===== src/rtl/divider_if.sv =====
// Request/result bundle shared by the divider and whoever drives it.
// Latency: none; plain wires grouped for port convenience.
// Backpressure: level-held div_begin / div_end handshake, no credits.
//
// master : requester (drives div_begin, div_signed, div_op1, div_op2)
// slave  : divider   (drives quotient, remainder, div_end, div_busy, div_zero)
interface divider_if;
    logic        div_begin;
    logic        div_signed;
    logic [31:0] div_op1;
    logic [31:0] div_op2;
    logic [31:0] quotient;
    logic [31:0] remainder;
    logic        div_end;
    logic        div_busy;
    logic        div_zero;

    modport master (
        output div_begin, div_signed, div_op1, div_op2,
        input  quotient, remainder, div_end, div_busy, div_zero
    );

    modport slave (
        input  div_begin, div_signed, div_op1, div_op2,
        output quotient, remainder, div_end, div_busy, div_zero
    );
endinterface


===== src/rtl/divider.sv =====
// Iterative 32-bit radix-2 restoring divider, one quotient bit per clock.
// Latency: div_end rises 33 edges after div_begin is first sampled high.
// Backpressure: results held in DONE until div_begin drops; dropping it mid-run aborts.
//
// Ports: clk, resetn (async active-low), div (divider_if.slave: request and result).
// Optional feature macro: DIVIDER_SIGNED_EN -- when defined div_signed selects
// two's-complement division; otherwise all operations are unsigned.
module divider (
    input  logic      clk,
    input  logic      resetn,
    divider_if.slave  div
);
    typedef enum logic [1:0] {S_IDLE, S_BUSY, S_DONE} state_t;

    state_t      r_state;
    logic [31:0] r_dvd;      // dividend bits shift out the top, quotient bits shift in the bottom
    logic [30:0] r_rem;      // partial remainder; bit 31 can never be set before the last step
    logic [31:0] r_dvsr;
    logic [4:0]  r_cnt;
    logic        r_zero;     // divisor was zero, captured at start
    logic [31:0] r_quo_o;
    logic [31:0] r_rem_o;
    logic        r_end;
    logic        r_busy;
    logic        r_zero_o;

    logic [31:0] w_op1_mag;
    logic [31:0] w_op2_mag;
    logic [31:0] w_part;
    logic [32:0] w_diff;
    logic        w_qbit;
    logic [31:0] w_rem_nxt;
    logic [31:0] w_quo_nxt;
    logic [31:0] w_quo_fix;
    logic [31:0] w_rem_fix;

`ifdef DIVIDER_SIGNED_EN
    logic r_qsign;
    logic r_rsign;
    logic w_neg1;
    logic w_neg2;

    assign w_neg1    = div.div_signed & div.div_op1[31];
    assign w_neg2    = div.div_signed & div.div_op2[31];
    assign w_op1_mag = w_neg1 ? (~div.div_op1 + 32'd1) : div.div_op1;
    assign w_op2_mag = w_neg2 ? (~div.div_op2 + 32'd1) : div.div_op2;
    assign w_quo_fix = r_qsign ? (~w_quo_nxt + 32'd1) : w_quo_nxt;
    assign w_rem_fix = r_rsign ? (~w_rem_nxt + 32'd1) : w_rem_nxt;
`else
    logic w_unused_signed;

    assign w_unused_signed = div.div_signed;
    assign w_op1_mag       = div.div_op1;
    assign w_op2_mag       = div.div_op2;
    assign w_quo_fix       = w_quo_nxt;
    assign w_rem_fix       = w_rem_nxt;
`endif

    // One restoring step: shift in the next dividend bit, try the subtract.
    assign w_part    = {r_rem, r_dvd[31]};
    assign w_diff    = {1'b0, w_part} - {1'b0, r_dvsr};
    assign w_qbit    = ~w_diff[32];
    assign w_rem_nxt = w_qbit ? w_diff[31:0] : w_part;
    assign w_quo_nxt = {r_dvd[30:0], w_qbit};

    assign div.quotient  = r_quo_o;
    assign div.remainder = r_rem_o;
    assign div.div_end   = r_end;
    assign div.div_busy  = r_busy;
    assign div.div_zero  = r_zero_o;

    always_ff @(posedge clk or negedge resetn) begin
        if (!resetn) begin
            r_state  <= S_IDLE;
            r_dvd    <= '0;
            r_rem    <= '0;
            r_dvsr   <= '0;
            r_cnt    <= '0;
            r_zero   <= 1'b0;
            r_quo_o  <= '0;
            r_rem_o  <= '0;
            r_end    <= 1'b0;
            r_busy   <= 1'b0;
            r_zero_o <= 1'b0;
`ifdef DIVIDER_SIGNED_EN
            r_qsign  <= 1'b0;
            r_rsign  <= 1'b0;
`endif
        end else begin
            case (r_state)
                S_IDLE: begin
                    if (div.div_begin) begin
                        r_dvd   <= w_op1_mag;
                        r_rem   <= '0;
                        r_dvsr  <= w_op2_mag;
                        r_cnt   <= 5'd31;
                        r_zero  <= (div.div_op2 == 32'd0);
`ifdef DIVIDER_SIGNED_EN
                        r_qsign <= w_neg1 ^ w_neg2;
                        r_rsign <= w_neg1;
`endif
                        r_busy  <= 1'b1;
                        r_state <= S_BUSY;
                    end
                end
                S_BUSY: begin
                    if (!div.div_begin) begin
                        r_busy  <= 1'b0;
                        r_state <= S_IDLE;
                    end else begin
                        r_dvd <= w_quo_nxt;
                        r_rem <= w_rem_nxt[30:0];
                        r_cnt <= r_cnt - 5'd1;
                        if (r_cnt == 5'd0) begin
                            // With a zero divisor every step subtracts nothing, so the
                            // remainder (after fix-up) already equals op1 as supplied;
                            // only the quotient needs forcing.
                            r_quo_o  <= r_zero ? 32'hFFFF_FFFF : w_quo_fix;
                            r_rem_o  <= w_rem_fix;
                            r_zero_o <= r_zero;
                            r_end    <= 1'b1;
                            r_busy   <= 1'b0;
                            r_state  <= S_DONE;
                        end
                    end
                end
                S_DONE: begin
                    if (!div.div_begin) begin
                        r_end    <= 1'b0;
                        r_zero_o <= 1'b0;
                        r_state  <= S_IDLE;
                    end
                end
                default: begin
                    r_busy  <= 1'b0;
                    r_end   <= 1'b0;
                    r_state <= S_IDLE;
                end
            endcase
        end
    end
endmodule


===== src/flat_wrapper.sv =====
// flat-port wrapper written by rule: the top's interface ports become plain ports
module divider_flat 
  (clk, resetn, div_div_begin, div_div_signed, div_div_op1, div_div_op2, div_quotient, div_remainder, div_div_end, div_div_busy, div_div_zero);
  divider_if div_i ();
  input  logic clk;
  input  logic resetn;
  input wire logic [$bits(div_i.div_begin)-1:0] div_div_begin;
  input wire logic [$bits(div_i.div_signed)-1:0] div_div_signed;
  input wire logic [$bits(div_i.div_op1)-1:0] div_div_op1;
  input wire logic [$bits(div_i.div_op2)-1:0] div_div_op2;
  output wire logic [$bits(div_i.quotient)-1:0] div_quotient;
  output wire logic [$bits(div_i.remainder)-1:0] div_remainder;
  output wire logic [$bits(div_i.div_end)-1:0] div_div_end;
  output wire logic [$bits(div_i.div_busy)-1:0] div_div_busy;
  output wire logic [$bits(div_i.div_zero)-1:0] div_div_zero;
  assign div_i.div_begin = div_div_begin;
  assign div_i.div_signed = div_div_signed;
  assign div_i.div_op1 = div_div_op1;
  assign div_i.div_op2 = div_div_op2;
  assign div_quotient = div_i.quotient;
  assign div_remainder = div_i.remainder;
  assign div_div_end = div_i.div_end;
  assign div_div_busy = div_i.div_busy;
  assign div_div_zero = div_i.div_zero;
  divider u_core (.clk(clk), .resetn(resetn), .div(div_i));
endmodule

===== config.mk =====
export PLATFORM = sky130hd
export DESIGN_NAME = divider_flat
export DESIGN_NICKNAME = d
export VERILOG_FILES = /design/src/rtl/divider_if.sv /design/src/rtl/divider.sv /design/src/flat_wrapper.sv
export SDC_FILE = /design/constraint.sdc
export NUM_CORES = 1
export LEC_CHECK = 0
export BUFFER_PORTS_ARGS = -buffer_cell sky130_fd_sc_hd__buf_4
export CORE_ASPECT_RATIO = 1.5
export CORE_MARGIN = 2
export CORE_UTILIZATION = 35
export DETAILED_ROUTE_END_ITERATION = 10
export PLACE_DENSITY_LB_ADDON = 0.05
export RECOVER_POWER = 50
export REMOVE_ABC_BUFFERS = 1
export SETUP_SLACK_MARGIN = 0.05
export SKIP_CTS_REPAIR_TIMING = 1
export SLEW_MARGIN = 20
export SYNTH_ARGS = -nofsm -noshare
export SYNTH_HDL_FRONTEND = slang
export SYNTH_SLANG_ARGS = --single-unit

===== constraint.sdc =====
create_clock -name clk -period 3.7 [get_ports clk]
set_clock_uncertainty 0.1 [all_clocks]
set_input_delay 0.37 -clock clk [delete_from_list [all_inputs] [get_ports clk]]
set_output_delay 0.37 -clock clk [all_outputs]
set_load 0.005 [all_outputs]

==> out/metrics.yaml <==
place_inst: 1389
antennaDiodeCount: 0
die_area_um2: 26500
drt_wl_total_um: 23200
rsz0062_at_grt: "no"
routed_via_density: 5.00
utilization_pct: 42.8
die_h_um: 198
reg2reg_from: "u_core.r_dvsr[0]"
area_delta_synth_final_pct: 21.2
clkSinkCount: 170
die_w_um: 134
max_freq_mhz: 298
nFillCells: 2563
finalSetupViolCount: 0
pin_count: 135
cap_violations: 1
overflow: 0
powerDensity_nw_per_um2: 409
firstDrtPassIters: 4
root_buffer: "clkbuf_16"
start_kind: "flip-flop"
min_period_ps: 3350
htreeDepth: 4
grt_pass1_wl_um: 38300
worstReg2RegEnd: "u_core.div.remainder[11]"
grt_max_degree: 91
worstMarginPinSlew_ps: 2390
port_buffers: 133
status: "finished, violations left"
synth-edff-count: 0
dr_total_vias: 7105
r2r_setup_slack_ps: 350
cp_max_fo: 17
crit_end: "u_core.div.remainder[11]"
cts_buffers: 17
final_max_slew_viol_count: 88
finalCritPeriodShare_pct: 90.7
tritoncts: "done"
p_leak_nw: 5.03
path_clk_slew_ps: 60
async_flop_share_pct: 100
wl_per_cell_um: 16.3
syn_area_um2: 8820
endpoint_kind: "flip-flop"
drc: 0
yosysWarnings: 0
hold_viol_final: 0
power_mw: 4.37
vdd_drop_max_uv: 321
r2r_cells: 11
instances_no_fill: 1422
syn_area_per_cell_um2: 9.08
crit_start: "u_core.r_dvsr[0]"
ys_ff_latch: 170
worst-setup-path-type: "reg -> reg"
cp_data_required_time_ps: 3920
synth_ff_type: "dfrtp_1"
synth_seq_area_share_pct: 48.2
nets: 1184
min_path_type: "in -> reg"
fp-row-count: 71
maxSlewHeadroom_pct: -59.3
cp_data_arrival_time_ps: 3580
violations: "max-capacitance violations, max-slew violations"
grt_pass1_vias: 7380
drive_above_1_share_pct: 16.8
dp_hpwl_um: 16400
cts_buffer_depth: 2
antenna_found_initial: 0
initial_core_util_pct: 35.3
worstSkewPairLatency_ps: 440
synth_cell_types: 57
drtIter0Drc: 358
syn_inst: 971
drtAntennaViolNets: 0
core-area_um2: 25000
grt.total_usage_pct: 18.4
gp_congestion: 0.802
==> placed cells by master (no fill, tap or decap), drive strengths merged, types with 5 or more instances in the layout <==
| master | Yosys | routed |
|---|---|---|
| a211oi | 5 | 5 |
| a21o | 18 | 18 |
| a21oi | 46 | 46 |
| a31oi | 12 | 12 |
| and2 | 5 | 5 |
| and3 | 6 | 6 |
| buf | 6 | 77 |
| clkbuf | 50 | 95 |
| dfrtp | 170 | 170 |
| ha | 34 | 34 |
| inv | 44 | 44 |
| mux2 | 7 | 7 |
| mux2i | 48 | 48 |
| nand2 | 175 | 175 |
| nand2b | 10 | 10 |
| nand3 | 11 | 11 |
| nand4 | 7 | 7 |
| nor2 | 64 | 64 |
| nor3 | 6 | 6 |
| nor4 | 10 | 10 |
| o21ai | 168 | 168 |
| o21bai | 5 | 5 |
| xnor2 | 17 | 17 |
| xor2 | 8 | 8 |
==> routing by layer <==
metal / vias up / share of wire, % / track usage (%)
met1: 3402 / 41 / 20.7
met5: - / 0 / 0
met2: 120 / 52 / 33.9
li1: 3562 / - / -
met3: 21 / 4.9 / 5.10
met4: 0 / 1.4 / 5.00
==> area by class of cell <==
cell class | instances | area, um^2 | area share (%)
multi-input combinational | 701 | 4190 | 39.2
timing repair buffer | 147 | 1120 | 10.5
clock buffer | 26 | 509 | 4.77
tap | 328 | 410 | 3.84
inverter | 44 | 165 | 1.55
clock inverter | 6 | 37.5 | 0.351
sequential | 170 | 4260 | 39.8
==> critical path: stages (launching register included) <==
cell      delay, ps
dfrtp_1         380
ha_1            220
fa_1            410
nand2b_1        190
a21o_1          200
a211o_1         320
a21boi_2        200
o211ai_2        220
nand2_2         210
buf_12          180
mux2_2          350
mux2_2          250
==> cell families after synthesis <==
logic type | count (synthesis) | share of synthesized area, %
buffers and inverters | 100 | 4.53
DFF | 170 | 48.2
muxes | 55 | 6.34
xor gates and xnor gates | 25 | 2.48
adders and majority gates | 35 | 5.05
and+or+nand+nor | 303 | 14.9
AOI/OAI and AO/OA | 283 | 18.5
==> metrics by stage <==
stage          setup TNS [ps]  hold slack (ps)  area (um^2)  setup WS [ps]
2_1_floorplan          -27120            -25.6         8580           -835
3_3_place_gp                0              364        10200            400
3_5_place_dp                0              372        10200            355
4_1_cts                     0            -44.8        10700            337
5_1_grt                     0             43.6        10700            232
6_report                    0             37.5        10700            345
==> state kept, by name, summed over array words and instances (netlist names) <==
register / count
u_core.r_rem: 31
u_core.div.div_busy: 1
u_core.r_dvsr: 32
u_core.div.div_zero: 1
u_core.div.quotient: 32
u_core.div.remainder: 32
u_core.r_dvd: 32
u_core.div.div_end: 1
u_core.r_zero: 1
u_core.r_state: 2
u_core.r_cnt: 5
==> synth_stat cells (8+ instances only) <==
library cell | number | area (um^2)
a21o_1 | 18 | 135
a21oi_1 | 46 | 230
a31oi_1 | 12 | 75.1
clkbuf_1 | 50 | 188
dfrtp_1 | 170 | 4250
ha_1 | 34 | 425
inv_1 | 44 | 165
mux2i_1 | 48 | 480
nand2_1 | 174 | 653
nand2b_1 | 10 | 62.6
nand3_1 | 11 | 55.1
nor2_1 | 64 | 240
nor4_1 | 9 | 56.3
o21ai_0 | 162 | 811
xnor2_1 | 17 | 149
xor2_1 | 8 | 70.1
==> how the worst min path moves through the flow <==
stage,endpoint,startpoint,depth (start not counted),slack (ps)
6_report,u_core.r_dvsr[5],div_div_op2[5],3,40
3_5_place_dp,u_core.div.quotient[16],u_core.div.quotient[16],2,370
5_1_grt,u_core.r_dvsr[2],div_div_op2[2],3,40
2_1_floorplan,u_core.div.div_busy,resetn,0,-30
4_1_cts,u_core.r_rem[5],resetn,1,-40
3_3_place_gp,u_core.div.quotient[8],u_core.div.quotient[8],2,360
==> power by group <==
part	switching, mW	internal, mW	total (mW)	leakage (nW)
Combinational	0.363	0.261	0.624	2.53
Clock	0.757	0.945	1.70	0.262
Sequential	0.0689	1.97	2.04	2.24
Total	1.19	3.18	4.37	5.03
(Power assumes the default switching activity.)
